File: src/rtl/minmax_int_stream_pkg.sv
// minmax_int_stream_pkg: shared state encoding and mode constants for the min/max stream reducer
package minmax_int_stream_pkg;
    typedef enum logic [1:0] {
        IDLE  = 2'd0,
        ACCUM = 2'd1,
        DONE  = 2'd2
    } state_t;
    localparam int MODE_MIN = 0;
    localparam int MODE_MAX = 1;
endpackage

File: src/rtl/minmax_int_stream_lt.sv
// lt_int_nbit: signed a < b; IMPL_TYPE!=0 uses an offset-binary unsigned compare
module lt_int_nbit #(
    parameter int WIDTH     = 32,
    parameter int IMPL_TYPE = 0
) (
    input  logic [WIDTH-1:0] a,
    input  logic [WIDTH-1:0] b,
    output logic             lt
);
    if (IMPL_TYPE == 0) begin : g_signed
        assign lt = $signed(a) < $signed(b);
    end else begin : g_offset
        // flipping the sign bit maps two's complement onto an order-preserving unsigned range
        assign lt = {~a[WIDTH-1], a[WIDTH-2:0]} < {~b[WIDTH-1], b[WIDTH-2:0]};
    end
endmodule

File: src/rtl/minmax_int_stream.sv
// minmax_int_stream: reduces a signed stream to its min (or max) value, first index and element count
module minmax_int_stream
    import minmax_int_stream_pkg::*;
#(
    parameter int WIDTH     = 32,
    parameter int IDX_WIDTH = 16,
    parameter int MODE_MAX  = 0,
    parameter int IMPL_TYPE = 0
) (
    input  logic                 clk,
    input  logic                 rst,
    input  logic                 in_valid,
    output logic                 in_ready,
    input  logic [WIDTH-1:0]     in_data,
    input  logic                 in_last,
    output logic                 out_valid,
    input  logic                 out_ready,
    output logic [WIDTH-1:0]     out_val,
    output logic [IDX_WIDTH-1:0] out_idx,
    output logic [IDX_WIDTH-1:0] out_count,
    output logic                 out_ovf
);
    localparam bit IS_MAX = (MODE_MAX == minmax_int_stream_pkg::MODE_MAX);
    state_t               state;
    logic [WIDTH-1:0]     best;
    logic [IDX_WIDTH-1:0] best_idx;
    logic [IDX_WIDTH-1:0] count;
    logic                 ovf;
    logic                 better;
    logic                 acc;
    logic                 sat;
    // strict compare keeps the earliest of equal values
    lt_int_nbit #(.WIDTH(WIDTH), .IMPL_TYPE(IMPL_TYPE)) u_lt (
        .a (IS_MAX ? best : in_data),
        .b (IS_MAX ? in_data : best),
        .lt(better)
    );
    assign in_ready  = state != DONE;
    assign out_valid = state == DONE;
    assign out_val   = best;
    assign out_idx   = best_idx;
    assign out_count = count;
    assign out_ovf   = ovf;
    assign acc       = in_valid && in_ready;
    assign sat       = &count;
    always_ff @(posedge clk) begin
        if (rst) begin
            state    <= IDLE;
            best     <= '0;
            best_idx <= '0;
            count    <= '0;
            ovf      <= 1'b0;
        end else begin
            unique case (state)
                IDLE: if (acc) begin
                    best     <= in_data;
                    best_idx <= '0;
                    count    <= IDX_WIDTH'(1);
                    state    <= in_last ? DONE : ACCUM;
                end
                ACCUM: if (acc) begin
                    if (better) best <= in_data;
                    if (better && !sat) best_idx <= count;
                    if (sat) ovf <= 1'b1;
                    else count <= count + IDX_WIDTH'(1);
                    state <= in_last ? DONE : ACCUM;
                end
                DONE: if (out_ready) begin
                    state <= IDLE;
                    ovf   <= 1'b0;
                end
                default: state <= IDLE;
            endcase
        end
    end
endmodule
File: config.mk
export PLATFORM = sky130hd
export DESIGN_NAME = minmax_int_stream
export DESIGN_NICKNAME = d
export VERILOG_FILES = /design/src/rtl/minmax_int_stream_pkg.sv /design/src/rtl/minmax_int_stream_lt.sv /design/src/rtl/minmax_int_stream.sv
export SDC_FILE = /design/constraint.sdc
export NUM_CORES = 1
export LEC_CHECK = 0
export ABC_AREA = 1
export BUFFER_PORTS_ARGS = -buffer_cell sky130_fd_sc_hd__buf_4
export CAP_MARGIN = 20
export CORE_MARGIN = 10
export CORE_UTILIZATION = 45
export CTS_BUF_LIST = sky130_fd_sc_hd__clkbuf_8
export DETAILED_ROUTE_END_ITERATION = 10
export PLACE_DENSITY = 0.71
export SETUP_SLACK_MARGIN = 0.4
export SLEW_MARGIN = 0
export SYNTH_ARGS = -nofsm -noshare
export SYNTH_HDL_FRONTEND = slang
export SYNTH_SLANG_ARGS = --single-unit
File: constraint.sdc
create_clock -name clk -period 2.65 [get_ports clk]
set_input_delay 0.1325 -clock clk [delete_from_list [all_inputs] [get_ports clk]]
set_output_delay 0.1325 -clock clk [all_outputs]
set_load 0.01 [all_outputs]
==> out/qor.txt <==
Status -> finished, final reports clean
Arrival time at the worst endpoint -> 2.48 ns
CTS tree -> built
Synth Instances -> 556
Crit path kind -> in -> reg
Root Driver -> clkbuf_8
First-pass GRT wire length -> 17.9 mm
Mux cell area share after synthesis -> 0%
Synth top cells by count -> nor2_1 (125), nand2_1 (116), inv_1 (75)
Site Rows -> 33
Measured slew at the worst slew-check pin -> 0.579 ns
CP Capture Point -> out_val[1]
Post-synth ARST share -> 0%
Top-count cell post-synth -> nor2_1
Syn. warnings -> 0
Final WL -> 12.0 mm
CP Max Fanout -> 8
Synth Net Count -> 625
Via count -> 4,061
Die height -> 111 um
FMAX -> 0.449 GHz
Setup violations, final -> 0
PwrDens -> 601 mW/mm^2
Die W -> 111 um
CP endpoint kind -> flip-flop
Synth unique cells -> 33
Met1 Usage GRT -> 20.2%
DR WL/cell -> 14.9 um
Dpl cells -> 753
Final hold vios -> 0
DR pass1 iterations -> 4
Grt peak-use layer -> met2
# port buffers -> 103
Adder-Cell Fraction of Synth Area -> 10.7%
Pleak -> 2.63 nW
Met2 usage -> 28.4%
Max rail drop VDD -> 0.000343 V
Worst r2r src -> out_val[7]
HP Class -> in -> reg
Layout area overhead -> 52.4%
Required @ worst endpoint -> 2.90 ns
CP startpoint kind -> input port
Mapped cell area -> 0.00374 mm^2
DR DRC count -> 0
Synth Area in Compound Gates -> 6.48%
Largest cells by area after synthesis -> dfxtp_1 (36%), nor2_1 (13%), nand2_1 (12%)
Number of global-route vias before repair -> 3,907
Initial antenna violation count -> 0
Hpwl dp -> 7.91 mm
Fin crit period -> 2.23 ns
CP startpoint -> in_data[7]
Flop2flop setup slack -> 0.45 ns
Number of buffers created by CTS -> 9
Top_reg_cell synth -> dfxtp_1
Worst skew pair latency -> 0.36 ns
GRT Total Usage -> 17.1%
Antenna Nets Post-Route -> 0
Antenna Cells -> 0
Initial core utilization -> 45.8%
Initial DRC Count -> 199
Fin crit share -> 84.1%
Multi-input logic area -> 0.00247 mm^2
# nets final -> 761
Layout cell share with drive strength beyond 1 -> 33.4%
Final Max Slew Viols -> 0
# fillers -> 648
Clk pin slew, worst setup/hold paths -> 0.08 ns
MaxCap Viol Count -> 0
GP Congestion -> 0.853
Synth area leader -> dfxtp_1
Core ar. -> 0.00818 mm^2
R2R Path End -> out_val[1]
H-Tree Depth -> 3
Synth Register Bits -> 67
Finished Layout Cells -> 802
EDFF count, synth -> 0
Total grt overflow -> 0
Seq/Total Area, Yosys -> 35.8%
Syn Area/Cell -> 6.73 um^2
Sequential cell area -> 0.00135 mm^2
Slew headroom -> 61.2%
I/O pin cnt -> 104
Cell depth of the worst flop-to-flop path -> 17
Pin count of the biggest net entering global routing -> 49
Clock tree sinks -> 67
XOR/XNOR share of the synthesized area -> 0.234%
Met3 global-route usage -> 4.49%
Clock Tree Buf Depth -> 2
Main combinational cell family by area after synthesis -> simple AND/OR/NAND/NOR gates
Die area -> 0.0124 mm^2
Vias per inst -> 5.06
Setup TNS -> 0 ns
Yosys top cell area share -> 35.8%
RSZ-0062 raised after global routing -> yes
Post-synthesis simple-gate area fraction -> 36.1%
Clock skew -> 0.0117 ns
worst max-delay path, cell delays in order:
cell	delay (ns)
dlygate4sd3_1	0.55
buf_6	0.13
ha_4	0.23
nand2_2	0.07
nor2_1	0.05
nor3_1	0.18
nand2_1	0.08
nand2_1	0.08
nand2_2	0.08
nand2_4	0.09
nand2_2	0.07
nand2_2	0.09
nand3_4	0.13
nand2_4	0.15
inv_8	0.06
buf_4	0.14
nor2_1	0.10
nor2_1	0.05
layout by cell type (no fill, tap or decap), types with 2 or more instances in the layout:
cell,instances
inv_1,71
dfxtp_2,10
nor3_1,10
dlygate4sd3_1,18
a21oi_2,12
nor2_4,6
a211oi_1,4
nand3_2,4
nand2_4,5
nand3_1,43
o21ai_0,3
dfxtp_1,57
buf_6,6
a31oi_1,2
a21oi_1,12
nor2_1,115
buf_4,109
nand2_2,12
inv_4,2
nor2_2,10
nand4_1,5
ha_4,20
o21ai_1,4
buf_12,2
nand3_4,3
clkbuf_8,10
inv_2,7
bufinv_16,4
ha_2,2
dlymetal6s4s_1,2
nand2_1,103
ha_1,10
flip-flops by register name, summed over array words and instances, names as in the netlist:
name,cells
out_idx,16
out_val,32
out_ovf,1
out_count,16
state,2
metal layers:
layer	part of all wire [%]	vias up
li1	-	2025
met1	43	1897
met2	49	124
met3	6.7	15
met4	1.6	0
met5	0	-
power by group:
group          total, mW  internal, mW  switching (mW)
clock               1.18         0.748           0.431
sequential          1.15          1.10          0.0535
combinational       1.09         0.502           0.592
cell type report:
type,count,share of cell area (%)
Inverter,81,5.55
Timing Repair Buffer,138,20.3
Clock inverter,6,2.39
Clock buffer,10,2.41
Multi-Input combinational cell,395,43.3
Sequential cell,67,23.7
Tap cell,105,2.30
through the flow:
stage / instance area, um^2 / hold WS, ns / utilization (%) / worst slack, ns / total power [mW]
4_1_cts: 5080 / 0.000743 / 62.2 / 0.407 / 3.17
3_5_place_dp: 4610 / 0.351 / 56.4 / 0.425 / 1.97
2_1_floorplan: 3740 / 0.202 / - / 0.660 / 1.66
6_report: 5700 / 0.0132 / 69.8 / 0.422 / 3.43
3_3_place_gp: 4610 / 0.342 / 56.4 / 0.463 / 1.95
5_1_grt: 5700 / 0.00606 / 69.8 / 0.269 / 3.61
logic make-up (layout without fill, tap and decap cells):
kind of cell,count (synthesis),after routing
buffers and inverters,97,235
flip-flops,67,67
XOR/XNOR,1,1
AND/OR/NAND/NOR,317,320
adder cells (fa/ha/maj),32,32
AO/OA/AOI/OAI,42,42
worst min path at each step:
stage / startpoint / endpoint / depth (start not counted)
floorplan: rst / out_idx[0] / 1
global placement: rst / state[1] / 2
detailed placement: rst / state[0] / 2
CTS: in_data[27] / out_val[27] / 3
global route: in_data[24] / out_val[24] / 3
finish: in_data[30] / out_val[30] / 3
what timing repair did:
action | CTS | global route
cloned | 0 | 5
setup buffers | 0 | 8
hold buffers | 20 | 0
resized for setup | 1 | 103
pin swaps | 0 | 22
endpoints found under the setup margin | 1 | 48
endpoints found under the hold margin | 24 | 0
Note: power is estimated with default switching activity, not from simulation.
